`config.mk`:
```
export PLATFORM = sky130hd
export DESIGN_NAME = mips_trace_tx
export DESIGN_NICKNAME = d
export VERILOG_FILES = /design/src/rtl/mips_trace_tx.sv
export SDC_FILE = /design/constraint.sdc
export NUM_CORES = 1
export LEC_CHECK = 0
export CAP_MARGIN = 10
export CORE_AREA = 2 2 233 235
export CTS_CLUSTER_SIZE = 25
export DETAILED_ROUTE_END_ITERATION = 8
export DIE_AREA = 0 0 235 237
export PLACE_DENSITY = 0.69
export SYNTH_ARGS = -nofsm -noshare
export SYNTH_HDL_FRONTEND = slang
export SYNTH_SLANG_ARGS = --single-unit
```
`constraint.sdc`:
```
create_clock -name clk -period 11 [get_ports clk]
set_input_delay 1.65 -clock clk [delete_from_list [all_inputs] [get_ports clk]]
set_output_delay 1.65 -clock clk [all_outputs]
set_load 0.03 [all_outputs]
```
`src/rtl/mips_trace_tx.sv`:
```
// mips_trace_tx: trace transmitter for the single-cycle MIPS core.
// Captures {pc_in, result_in} into a DEPTH-entry FIFO whenever cap_en is high.
// Each queued record is sent as a framed byte stream on a valid/ready port:
//   A5, PC[31:24..7:0], RES[31:24..7:0]  (plus an XOR checksum byte when enabled).
// Records arriving while the FIFO is full are dropped and counted.
//
// Ports:
//   clk, rst_n          clock, asynchronous active-low reset
//   cap_en              capture request this cycle
//   pc_in, result_in    core PC and ALU result
//   out_data/out_valid  stream byte and its qualifier (registered)
//   out_ready           sink accept
//   overflow, drop_cnt  sticky drop flag and saturating drop count
//   busy                FIFO non-empty or frame in progress
//
// Optional feature: define TRACE_CHECKSUM_EN to append a CHK byte holding the
// XOR of the 8 payload bytes (10-byte frames).
module mips_trace_tx #(
    parameter int DEPTH = 8,
    parameter int CNT_W = 8
) (
    input  logic             clk,
    input  logic             rst_n,
    input  logic             cap_en,
    input  logic [31:0]      pc_in,
    input  logic [31:0]      result_in,
    output logic [7:0]       out_data,
    output logic             out_valid,
    input  logic             out_ready,
    output logic             overflow,
    output logic [CNT_W-1:0] drop_cnt,
    output logic             busy
);
    localparam int PTR_W = $clog2(DEPTH);
    localparam int OCC_W = PTR_W + 1;
    localparam logic [OCC_W-1:0] FULL_OCC = OCC_W'(DEPTH);

    typedef enum logic [2:0] {
        ST_IDLE = 3'd0,
        ST_SYNC = 3'd1,
        ST_PC   = 3'd2,
`ifdef TRACE_CHECKSUM_EN
        ST_RES  = 3'd3,
        ST_CHK  = 3'd4
`else
        ST_RES  = 3'd3
`endif
    } state_t;

    // Big-endian byte pick from a 32-bit word.
    function automatic logic [7:0] word_byte(input logic [31:0] word, input logic [1:0] idx);
        logic [7:0] b;
        case (idx)
            2'd0:    b = word[31:24];
            2'd1:    b = word[23:16];
            2'd2:    b = word[15:8];
            default: b = word[7:0];
        endcase
        return b;
    endfunction

`ifdef TRACE_CHECKSUM_EN
    // XOR of the 8 payload bytes of a record.
    function automatic logic [7:0] payload_xor(input logic [63:0] rec);
        logic [7:0] x;
        x = 8'h00;
        for (int i = 0; i < 8; i++) begin
            x = x ^ rec[i*8 +: 8];
        end
        return x;
    endfunction
`endif

    // Byte presented on the stream for a given serializer position.
    function automatic logic [7:0] frame_byte(input state_t st, input logic [1:0] idx,
                                              input logic [63:0] rec);
        logic [7:0] b;
        case (st)
            ST_SYNC: b = 8'hA5;
            ST_PC:   b = word_byte(rec[63:32], idx);
            ST_RES:  b = word_byte(rec[31:0], idx);
`ifdef TRACE_CHECKSUM_EN
            ST_CHK:  b = payload_xor(rec);
`endif
            default: b = 8'h00;
        endcase
        return b;
    endfunction

    logic [63:0]      mem_q [DEPTH];
    logic [PTR_W-1:0] wr_ptr_q, wr_ptr_d, rd_ptr_q, rd_ptr_d;
    logic [OCC_W-1:0] occ_q, occ_d;
    state_t           state_q, state_d;
    logic [1:0]       idx_q, idx_d;
    logic [63:0]      hold_q, hold_d;
    logic [7:0]       out_data_q, out_data_d;
    logic             out_valid_q, out_valid_d;
    logic             overflow_q, overflow_d;
    logic [CNT_W-1:0] drop_cnt_q, drop_cnt_d;
    logic             busy_q, busy_d;

    logic hs_s, full_s, empty_s, push_s, drop_s, pop_s, frame_done_s;

    // Next-state logic for FIFO bookkeeping, serializer and registered outputs.
    always_comb begin
        hs_s         = out_valid_q && out_ready;
        full_s       = (occ_q == FULL_OCC);
        empty_s      = (occ_q == {OCC_W{1'b0}});
        push_s       = cap_en && !full_s;
        drop_s       = cap_en && full_s;
        pop_s        = 1'b0;
        frame_done_s = 1'b0;
        state_d      = state_q;
        idx_d        = idx_q;
        hold_d       = hold_q;

        case (state_q)
            // Idle behaves like a just-finished frame: start one if data waits.
            ST_IDLE: frame_done_s = 1'b1;
            ST_SYNC: begin
                if (hs_s) begin
                    state_d = ST_PC;
                    idx_d   = 2'd0;
                end else begin
                    state_d = state_q;
                end
            end
            ST_PC: begin
                if (hs_s && (idx_q == 2'd3)) begin
                    state_d = ST_RES;
                    idx_d   = 2'd0;
                end else if (hs_s) begin
                    idx_d = idx_q + 2'd1;
                end else begin
                    idx_d = idx_q;
                end
            end
            ST_RES: begin
                if (hs_s && (idx_q == 2'd3)) begin
`ifdef TRACE_CHECKSUM_EN
                    state_d = ST_CHK;
                    idx_d   = 2'd0;
`else
                    frame_done_s = 1'b1;
`endif
                end else if (hs_s) begin
                    idx_d = idx_q + 2'd1;
                end else begin
                    idx_d = idx_q;
                end
            end
`ifdef TRACE_CHECKSUM_EN
            ST_CHK: begin
                if (hs_s) begin
                    frame_done_s = 1'b1;
                end else begin
                    frame_done_s = 1'b0;
                end
            end
`endif
            default: state_d = ST_IDLE;
        endcase

        // End of frame (or idle): pop the next record on the same edge, no bubble.
        if (frame_done_s) begin
            idx_d = 2'd0;
            if (!empty_s) begin
                pop_s   = 1'b1;
                hold_d  = mem_q[rd_ptr_q];
                state_d = ST_SYNC;
            end else begin
                state_d = ST_IDLE;
            end
        end else begin
            pop_s = 1'b0;
        end

        wr_ptr_d = push_s ? (wr_ptr_q + PTR_W'(1)) : wr_ptr_q;
        rd_ptr_d = pop_s  ? (rd_ptr_q + PTR_W'(1)) : rd_ptr_q;
        case ({push_s, pop_s})
            2'b10:   occ_d = occ_q + OCC_W'(1);
            2'b01:   occ_d = occ_q - OCC_W'(1);
            default: occ_d = occ_q;
        endcase

        // A drop is decided on pre-edge occupancy, even if a pop happens too.
        overflow_d = overflow_q | drop_s;
        if (drop_s && (drop_cnt_q != {CNT_W{1'b1}})) begin
            drop_cnt_d = drop_cnt_q + CNT_W'(1);
        end else begin
            drop_cnt_d = drop_cnt_q;
        end

        // Outputs are computed from next state so they leave a flop directly.
        out_valid_d = (state_d != ST_IDLE);
        out_data_d  = out_valid_d ? frame_byte(state_d, idx_d, hold_d) : 8'h00;
        busy_d      = (occ_d != {OCC_W{1'b0}}) || (state_d != ST_IDLE);
    end

    // Record storage; no reset needed because occupancy gates every read.
    always_ff @(posedge clk) begin
        if (push_s) begin
            mem_q[wr_ptr_q] <= {pc_in, result_in};
        end
    end

    // State and output registers.
    always_ff @(posedge clk or negedge rst_n) begin
        if (!rst_n) begin
            wr_ptr_q    <= {PTR_W{1'b0}};
            rd_ptr_q    <= {PTR_W{1'b0}};
            occ_q       <= {OCC_W{1'b0}};
            state_q     <= ST_IDLE;
            idx_q       <= 2'd0;
            hold_q      <= 64'h0;
            out_data_q  <= 8'h00;
            out_valid_q <= 1'b0;
            overflow_q  <= 1'b0;
            drop_cnt_q  <= {CNT_W{1'b0}};
            busy_q      <= 1'b0;
        end else begin
            wr_ptr_q    <= wr_ptr_d;
            rd_ptr_q    <= rd_ptr_d;
            occ_q       <= occ_d;
            state_q     <= state_d;
            idx_q       <= idx_d;
            hold_q      <= hold_d;
            out_data_q  <= out_data_d;
            out_valid_q <= out_valid_d;
            overflow_q  <= overflow_d;
            drop_cnt_q  <= drop_cnt_d;
            busy_q      <= busy_d;
        end
    end

    assign out_data  = out_data_q;
    assign out_valid = out_valid_q;
    assign overflow  = overflow_q;
    assign drop_cnt  = drop_cnt_q;
    assign busy      = busy_q;

endmodule

```
* Word-level counts from Yosys, hierarchy flattened
Memory sizes are Yosys's and may differ from the RTL's. Index checks and enable logic that the tools add are counted.
Operators by class: $add $sub $neg 6, equal/unequal tests 13, mux-type cells 24, bitwise gates (word level) 1, reduce and logical (&&, ||, !) cells 13
Operators with widths (count):
- 2-to-1 mux 64 bit | 2
- case mux 8 bit (3 select lines) | 3
- == test 3 x 2 -> 1 bit, second input constant | 4
- 2-to-1 mux 2 bit | 5
- 2-to-1 mux 3 bit | 3
- case mux 3 bit (3 select lines) | 1
- adder 8 x 1 -> 8 bit, second input constant | 1
- 2-to-1 mux 8 bit | 1
- != test 8 bit, second input constant | 1
- case mux 4 bit (2 select lines) | 1
- adder 3 x 1 -> 3 bit, second input constant | 2
- == test 2 bit, second input constant | 3
- == test 3 x 1 -> 1 bit, second input constant | 2
- 2-to-1 mux 1 bit | 6
- case mux 2 bit (3 select lines) | 1
- logical AND 1 bit | 5
- adder 4 x 1 -> 4 bit, second input constant | 1
- == test 2 x 1 -> 1 bit, second input constant | 2
- == test 4 bit, second input constant | 1
- logical NOT 4 bit | 1
- nonzero test 4 bit | 1
- subtractor 4 x 1 -> 4 bit, second input constant | 1
- logical NOT 3 bit | 1
- nonzero test 3 bit | 1
- 7 further kinds | 7
Word-level totals: register bits 98, bits in writable memories 512, bits of input ports 68, output and inout port bits 19, word-level logic and storage cells 69, memories kept 1
Memories:
- mem_q | words 8, width 64, rd ports 1, clocked after memory_dff 0, wr ports 1, RTL line 90 | logic [63:0] mem_q [DEPTH];

* Depth between registers and ports, before layout
Gate-level depths: netlist of the first run.
depth in word-level cells 9, gate-level depth with buffers 16, gate-level depth less buffers 13

* Least setup slack after synthesis of the first run
No wires, ideal clock.
path type input -> register, from in cap_en, to mem mem_q[4][0], enable pin, library setup time 0.667 ns, arrival 8.549 ns, data required time 10.333 ns, path slack 1.784 ns, cell stages on the path 3, path buffers 0, path through and2_1 > inv_1 > nor4b_1
Between the ends: longest elaborated chain between the ends 3
RTL lines:
- from (decl) | RTL line 24 | input logic cap_en,
- logical AND 1 bit | RTL line 109 | push_s = cap_en && !full_s;
- 2-to-1 mux 1 bit | RTL line 202 | if (push_s) begin
- 2-to-1 mux 1 bit (not written as such) | RTL line 203 | mem_q[wr_ptr_q] <= {pc_in, result_in};
- to (decl) | RTL line 90
No other way between the ends.

* Final worst setup path of the first run
from in out_ready, to reg busy_q, in the netlist busy
Between the ends: longest elaborated chain between the ends 9, elaborated cells on any way between the ends 15, classes of those cells eq/ne (2); mux (8); reduce/logical (5)
RTL lines:
- from (decl) | RTL line 29 | input logic out_ready,
- logical AND 1 bit (*) | RTL line 106 | hs_s = out_valid_q && out_ready;
- logical AND 1 bit (*) | RTL line 139 | if (hs_s && (idx_q == 2'd3)) begin
- 2-to-1 mux 1 bit (*) | RTL line 139
- case mux 1 bit (2 select lines) (*) | RTL line 117 | case (state_q)
- 2-to-1 mux 1 bit (*) | RTL line 165 | if (frame_done_s) begin
- == test 2 x 1 -> 1 bit or == test 2 bit (tied branches) | RTL line 180 | case ({push_s, pop_s})
- case mux 4 bit (2 select lines) (*) | RTL line 180
- net occ_d[2] | RTL line 92 | logic [OCC_W-1:0] occ_q, occ_d;
- nonzero test 4 bit (*) | RTL line 197 | busy_d = (occ_d != {OCC_W{1'b0}}) || (state_d != ST_IDLE);
- logical OR 1 bit (*) | RTL line 197
- net busy_d | RTL line 100 | logic busy_q, busy_d;
- to (signal assigned) | RTL line 232 | busy_q <= busy_d;
- to (decl) | RTL line 100
Mark *: on every way through the listed nets, which the timed path passes. The rest lies on a longest branch. A chain may end at the register's enable or synchronous reset.

==> load_flow_metrics.sql, run 1 <==
INSERT INTO impl_metrics (metric_group, metric, value, unit) VALUES
('setup_path', 'cp-end-kind', 'flip-flop', ''),
('sta', 'finalCritPeriodShare', '46.2', '%'),
('cts', 'clk_transition_reported_paths', '0.06', 'ns'),
('routing', 'wire_per_inst', '23.5', 'microns'),
('floorplanning', 'dieWidth', '235', 'microns'),
('yosys', 'post_synth_inst_count', '1209', ''),
('yosys', 'yosysTopAreaCellShare', '64.7', '%'),
('cts', 'htreeDepth', '2', ''),
('setup_path', 'timing.critical_path.fanout_max', '106', ''),
('sta', 'setup_ws', '5.91', 'ns'),
('grt', 'first_pass_grt_wire_length', '74.4', 'mm'),
('yosys', 'synth-edff-count', '512', ''),
('placed_design', 'placed_area', '25400', 'sq um'),
('cts', 'cts_setup_buffers', '0', ''),
('power', 'total_switching_power', '2.09', 'mW'),
('routing', 'tritonroute_pass_1_iters', '5', ''),
('sta', 'maxClockFrequency', '197', 'MHz'),
('grt', 'track_usage', '17.7', '%'),
('grt', 'number_of_global_route_vias_before_repair', '11900', ''),
('finish', 'synthToLayoutAreaGrowth', '15.4', '%'),
('cts', 'cts_num_sinks', '610', ''),
('sta', 'timing.final.hold_violations', '0', ''),
('floorplanning', 'fp.dieH', '237', 'microns'),
('yosys', 'yosysUniqueCellTypes', '64', ''),
('yosys', 'fraction_of_the_mapped_netlist_area_in_simple_logic_gates', '3.26', '%'),
('sta', 'tightestPinTransition', '0.998', 'ns'),
('yosys', 'yosys-mux-area-fraction', '15.2', '%'),
('cts', 'clock_tree_from_tritoncts', 'yes', ''),
('yosys', 'synth-adder-area-share', '0.506', '%'),
('sta', 'setup_viol', '0', ''),
('sta', 'setup_repair_after_global_routing_missed_its_margin', 'false', ''),
('floorplanning', 'fp-row-count', '85', ''),
('worst_hold_path', 'hold_path.class', 'flip-flop to flip-flop', ''),
('finish', 'final-seq-area', '17800', 'sq um'),
('setup_path', 'cp_data_arrival_time', '5.58', 'ns'),
('grt', 'grt_antenna_before_repair', '3', ''),
('run_status', 'status', 'completed', ''),
('sta', 'final-max-slew-violation-count', '0', ''),
('yosys', 'combinational_family_with_the_most_area_after_synthesis', 'multiplexers', ''),
('floorplanning', 'pin_count', '87', ''),
('yosys', 'ys_top_cells_by_area', 'edfxtp_1, mux4_2, dfrtp_1', ''),
('yosys', 'average_footprint_of_a_synthesized_cell', '19.6', 'sq um'),
('finish', 'share_of_post_route_cells_with_drive_strength_above_1', '19.9', '%'),
('power', 'cellPowerDensity', '258', 'nW/um^2'),
('placed_design', 'hpwlAfterDp', '27.5', 'mm'),
('routing', 'route.vias.total', '11600', ''),
('yosys', 'synthFlopType', 'edfxtp_1', ''),
('placed_design', 'detailedPlace.worstSlack', '5.28', 'ns'),
('sta', 'final.hold.worst_slack', '0.474', 'ns'),
('setup_path', 'worst_ep_required_time', '11.49', 'ns'),
('yosys', 'yosys.area_share.xor_xnor', '0.590', '%'),
('yosys', 'synth-seq-cells', '610', ''),
('floorplanning', 'floorplan.die_area', '55700', 'sq um'),
('placed_design', 'place.gp.congestion', '0.848', ''),
('cts', 'postCtsResizedCells', '0', ''),
('placed_design', 'portBuffers', '86', ''),
('floorplanning', 'effective_utilization_at_floorplan', '44.6', '%'),
('floorplanning', 'design.core.area', '53300', 'sq um'),
('power', 'power_frac_comb', '24.9', '%'),
('power', 'pwr-share-seq', '45.9', '%'),
('routing', 'ant_nets', '0', ''),
('sta', 'post-route-min-period', '5.09', 'ns'),
('job', 'max_cap_viol_count', '0', ''),
('yosys', 'synth_compound_area_share', '3.78', '%'),
('cts', 'cts_hold_buffers', '0', ''),
('finish', 'area_of_the_multi_input_gates', '5610', 'sq um'),
('cts', 'insertion_delay', '0.62', 'ns'),
('setup_path', 'timing.setup.critical_path_class', 'input port to flip-flop', ''),
('setup_path', 'timing.critical_path.from_type', 'input port', ''),
('yosys', 'synth.largest_area_cell', 'edfxtp_1', ''),
('routing', 'postRouteWirelength', '48.4', 'mm');
power groups by stage:
stage	combinational, mW	clock [mW]	sequential [mW]
detailed placement	1.80	0	3.29
global placement	1.77	0	3.27
finish	1.76	2.06	3.24
CTS	1.80	2.11	3.25
floorplan	1.33	0	3.18
global route	1.92	2.19	3.29
kinds of logic (layout without fill, tap and decap cells):
logic type | count (synthesis) | after routing
other | 1 | 1
xor gates and xnor gates | 16 | 16
buffers and inverters | 76 | 232
DFF | 610 | 610
muxes | 200 | 200
and+or+nand+nor | 159 | 159
AOI/OAI and AO/OA | 138 | 138
adders and majority gates | 9 | 9
flip-flops by register name, summed over array words and instances (netlist names), 2 cells and up:
register  flops
idx_q         2
drop_cnt      8
wr_ptr_q      3
occ_q         4
hold_q       64
mem_q       512
rd_ptr_q      3
state_q       3
out_data      8
cell usage in the layout, fill, tap and decap left out, types with 21 or more instances in the layout:
cell type and instances:
nand2_1 83, clkbuf_16 65, clkdlybuf4s50_1 85, mux4_2 125, dfrtp_1 95, edfxtp_1 512
mux2i_1 69, a21oi_1 23, buf_4 21, o21ai_0 55
path summary, 6_finish.rpt:
kind / startpoint / endpoint / slack (ns) / cells after the start
hold reg to reg: overflow / overflow / 0.47 / 1
min in group asynchronous: rst_n / drop_cnt[7] / 0.91 / 1
hold / removal: overflow / overflow / 0.47 / 1
max in group asynchronous: rst_n / rd_ptr_q[2] / 8.77 / 2
setup reg to reg: occ_q[0] / busy / 6.81 / 12
setup / recovery: out_ready / busy / 5.91 / 12
final cells by class:
class	count	share of cell area, %
Clock buffer	84	6.41
Timing Repair Buffer	107	3.75
Sequential cell	610	65.1
Tap cell	696	3.18
Clock inverter	30	0.968
Inverter	11	0.151
Multi-Input combinational cell	523	20.5
cell usage after synthesis, types with 2 or more instances:
| cell | number |
|---|---|
| a2111o_1 | 4 |
| a211o_1 | 2 |
| a211oi_1 | 10 |
| a21bo_2 | 2 |
| a21o_1 | 6 |
| a21oi_1 | 23 |
| a221oi_1 | 2 |
| a31oi_1 | 9 |
| a41oi_1 | 2 |
| and2_1 | 4 |
| buf_1 | 3 |
| buf_2 | 28 |
| buf_4 | 11 |
| clkbuf_1 | 22 |
| dfrtp_1 | 98 |
| edfxtp_1 | 512 |
| ha_1 | 8 |
| inv_1 | 9 |
| inv_2 | 2 |
| mux2_2 | 2 |
| mux2i_1 | 69 |
| mux4_1 | 3 |
| mux4_2 | 125 |
| nand2_1 | 83 |
| nand2b_1 | 8 |
| nand3_1 | 10 |
| nand4_1 | 5 |
| nor2_1 | 12 |
| nor3_1 | 11 |
| nor3b_1 | 9 |
| nor4b_1 | 2 |
| o211ai_1 | 4 |
| o21a_1 | 3 |
| o21ai_0 | 55 |
| o22ai_1 | 4 |
| or3_1 | 5 |
| xnor2_1 | 10 |
| xor2_1 | 6 |
layer usage:
metal	global-route usage (%)	wire length, microns	up-vias
li1	-	-	5098
met1	24.8	21300	6086
met2	28.3	23500	293
met3	3.72	2580	74
met4	4.66	1010	4
met5	0	27	-
metrics by stage:
step                util [%]  instances
global placement        47.6       1947
finish                  51.4       2061
floorplan                  -       1209
global route            51.4       2061
CTS                     51.4       2061
detailed placement      47.6       1947
worst max-delay path, cell delays in order:
cell and delay, ns:
clkdlybuf4s50_1 0.58, and4_1 0.36, a31o_4 0.32, nand2_4 0.47, inv_2 0.53, ha_1 0.28, inv_1 0.09, fa_1 0.37
xor2_1 0.13, o21ai_0 0.10, or3_1 0.36, or3_1 0.31
Note: power is estimated with default switching activity, not from simulation.
==> inputs of run 2 (changes only) <==
- PLACE_DENSITY: 0.69 -> 0.72
- clock period: 11 -> 4.5 ns (I/O delays scaled with it)
==> run 2 against run 1 <==
  * Sequential share of layout area grew 0.057 points
  * Cell count shrank 0.24%
  * First-iteration DRC count shrank 4.1%
  * Final area is essentially flat
  * Critical path depth is the same
  * Worst hold slack lost 0.27 ns
  * Core utilization is essentially flat
  * Clock skew grew 0.0030 ns
  * Highest routed layer unchanged
  * Setup slack lost 4.7 ns
  * Clock-buffer cell count shrank 1
  * Total power grew 140%
  * Combinational power grew 150%
==> load_flow_metrics.sql, run 2 (same netlist as run 1, synthesis figures left out) <==
INSERT INTO impl_metrics (metric_group, metric, value, unit) VALUES
('run_status', 'status', 'completed', ''),
('routing', 'wire_per_inst', '23.2', 'microns'),
('grt', 'number_of_global_route_vias_before_repair', '11700', ''),
('routing', 'avgViaCountPerCell', '5.62', ''),
('sta', 'setup_viol', '0', ''),
('finish', 'largestRegisters', 'mem_q x512, hold_q x64', ''),
('setup_path', 'timing.critical_path.from_type', 'flip-flop', ''),
('finish', 'finalNonFillerCells', '2056', ''),
('placed_design', 'detailedPlace.worstSlack', '0.697', 'ns'),
('cts', 'cts_buffers', '58', ''),
('job', 'max_cap_viol_count', '0', ''),
('sta', 'maxClockFrequency', '309', 'MHz'),
('routing', 'ant_nets', '0', ''),
('routing', 'route.vias.total', '11600', ''),
('floorplanning', 'fp.dieH', '237', 'microns'),
('placed_design', 'portBuffers', '86', ''),
('routing', 'tritonroute_pass_1_iters', '7', ''),
('sta', 'clock_skew', '0.0205', 'ns'),
('grt', 'overflow', '0', ''),
('finish', 'final_cell_mix', 'edfxtp_1, mux4_2, dfrtp_1, clkdlybuf4s50_1, nand2_1', ''),
('floorplanning', 'fp-row-count', '85', ''),
('finish', 'share_of_post_route_cells_with_drive_strength_above_1', '18.8', '%'),
('power', 'cellPowerDensity', '626', 'nW/um^2'),
('setup_path', 'cp_data_arrival_time', '3.73', 'ns'),
('cts', 'cts_num_sinks', '610', ''),
('finish', 'synthToLayoutAreaGrowth', '15.3', '%'),
('grt', 'track_usage', '17.3', '%'),
('finish', 'flip_flop_count_of_the_largest_register_after_layout', '512', ''),
('cts', 'htreeDepth', '2', ''),
('floorplanning', 'effective_utilization_at_floorplan', '44.6', '%'),
('setup_path', 'timing.setup.critical_path_class', 'flip-flop to flip-flop', ''),
('grt', 'grt_util_met2', '28.3', '%'),
('routing', 'first_iter_violations', '1122', ''),
('finish', 'fillers', '4150', ''),
('placed_design', 'place.gp.congestion', '0.857', ''),
('routing', 'postRouteWirelength', '47.7', 'mm'),
('setup_path', 'worst_ep_required_time', '4.99', 'ns'),
('cts', 'cts_hold_buffers', '0', ''),
('grt', 'grt_most_used_layer', 'met2', ''),
('finish', 'layout.nets', '1388', ''),
('setup_path', 'timing.critical_path.fanout_max', '14', ''),
('sta', 'final-max-slew-violation-count', '0', ''),
('power', 'total_power', '17.1', 'mW'),
('routing', 'drc', '0', ''),
('power', 'power.static_leakage', '9.19', 'nW'),
('setup_path', 'critical_path.startpoint', 'idx_q[0]', ''),
('floorplanning', 'floorplan.die_area', '55700', 'sq um'),
('cts', 'clk_transition_reported_paths', '0.06', 'ns'),
('setup_path', 'rr_startpoint', 'idx_q[0]', ''),
('finish', 'layout_commonest_cell', 'edfxtp_1', ''),
('sta', 'post-route-min-period', '3.24', 'ns'),
('cts', 'postCtsResizedCells', '0', ''),
('power', 'ir_drop', '0.329', 'mV'),
('sta', 'finalCritPeriodShare', '72.0', '%'),
('cts', 'cts_setup_buffers', '0', ''),
('finish', 'max_flop_register', 'mem_q', ''),
('cts', 'insertion_delay', '0.62', 'ns'),
('grt', 'grt_max_degree', '106', ''),
('cts', 'clock_tree_from_tritoncts', 'yes', ''),
('sta', 'timing.final.hold_violations', '0', ''),
('sta', 'setup_repair_after_global_routing_missed_its_margin', 'false', ''),
('cts', 'cts-root-to-sink-buffers', '3', ''),
('grt', 'first_pass_grt_wire_length', '72.6', 'mm'),
('grt', 'grt_antenna_before_repair', '4', ''),
('floorplanning', 'dieWidth', '235', 'microns'),
('grt', 'gr-usage-met1', '23.7', '%'),
('floorplanning', 'design.core.area', '53300', 'sq um'),
('finish', 'diodes', '0', ''),
('setup_path', 'cp-end-kind', 'flip-flop', ''),
('cts', 'clk_root_buffer_cell', 'clkbuf_16', ''),
('sta', 'tightestPinTransition', '0.979', 'ns'),
('sta', 'relSlewSlack', '34.7', '%'),
('grt', 'use_met3', '3.47', '%'),
('worst_hold_path', 'hold_path.class', 'input port to async pin', ''),
('placed_design', 'hpwlAfterDp', '27.1', 'mm'),
('floorplanning', 'pin_count', '87', ''),
('sta', 'setup_ws', '1.26', 'ns'),
('placed_design', 'placed_instances', '1947', '');
## run 2: through the flow
step                hold slack, ns  setup TNS, ns  utilization, %  instance area [sq um]
global placement             0.451              0            47.8                  25500
global route                 0.284              0            51.4                  27400
CTS                          0.225              0            51.4                  27400
detailed placement           0.461              0            47.8                  25500
finish                       0.209              0            51.4                  27400
floorplan                    0.379        -556.86               -                  23800
## run 2: area by class of cell
cell class | count | area, sq um | area share, %
inverters | 11 | 41.3 | 0.151
flip-flops and latches | 610 | 17800 | 65.1
multi-input cells | 523 | 5620 | 20.5
well taps | 696 | 871 | 3.18
clock buffers | 83 | 1620 | 5.90
repair buffers | 107 | 1090 | 3.98
clock inverters | 26 | 300 | 1.10
## run 2: where the power goes
part	internal [mW]	switching (mW)
combinational	2.00	2.36
clock	2.85	2.04
sequential	7.23	0.668
## run 2: path summary, 6_finish.rpt
path | to | slack (ns) | depth (start not counted)
max in group asynchronous | rd_ptr_q[0] | 3.36 | 2
hold reg to reg | overflow | 0.47 | 1
hold / removal | overflow | 0.21 | 1
setup / recovery | busy | 1.26 | 12
min in group clk | overflow | 0.47 | 1
setup reg to reg | busy | 1.26 | 12
## run 2: metal layers
| layer | wire length, microns | vias to the layer above | share of wire, % |
|---|---|---|---|
| met3 | 2820 | 78 | 5.9 |
| met2 | 23500 | 352 | 49 |
| li1 | - | 5086 | - |
| met4 | 1020 | 4 | 2.1 |
| met1 | 20300 | 6031 | 43 |
| met5 | 31 | - | 0.065 |
## run 2: critical path: stages (launching register included)
cell	delay (ns)
dfrtp_1	0.42
ha_1	0.28
and4_1	0.34
a31o_4	0.33
nand2_4	0.08
inv_2	0.07
ha_1	0.19
inv_1	0.09
fa_1	0.39
xor2_1	0.13
o21ai_0	0.11
or3_1	0.37
or3_1	0.31
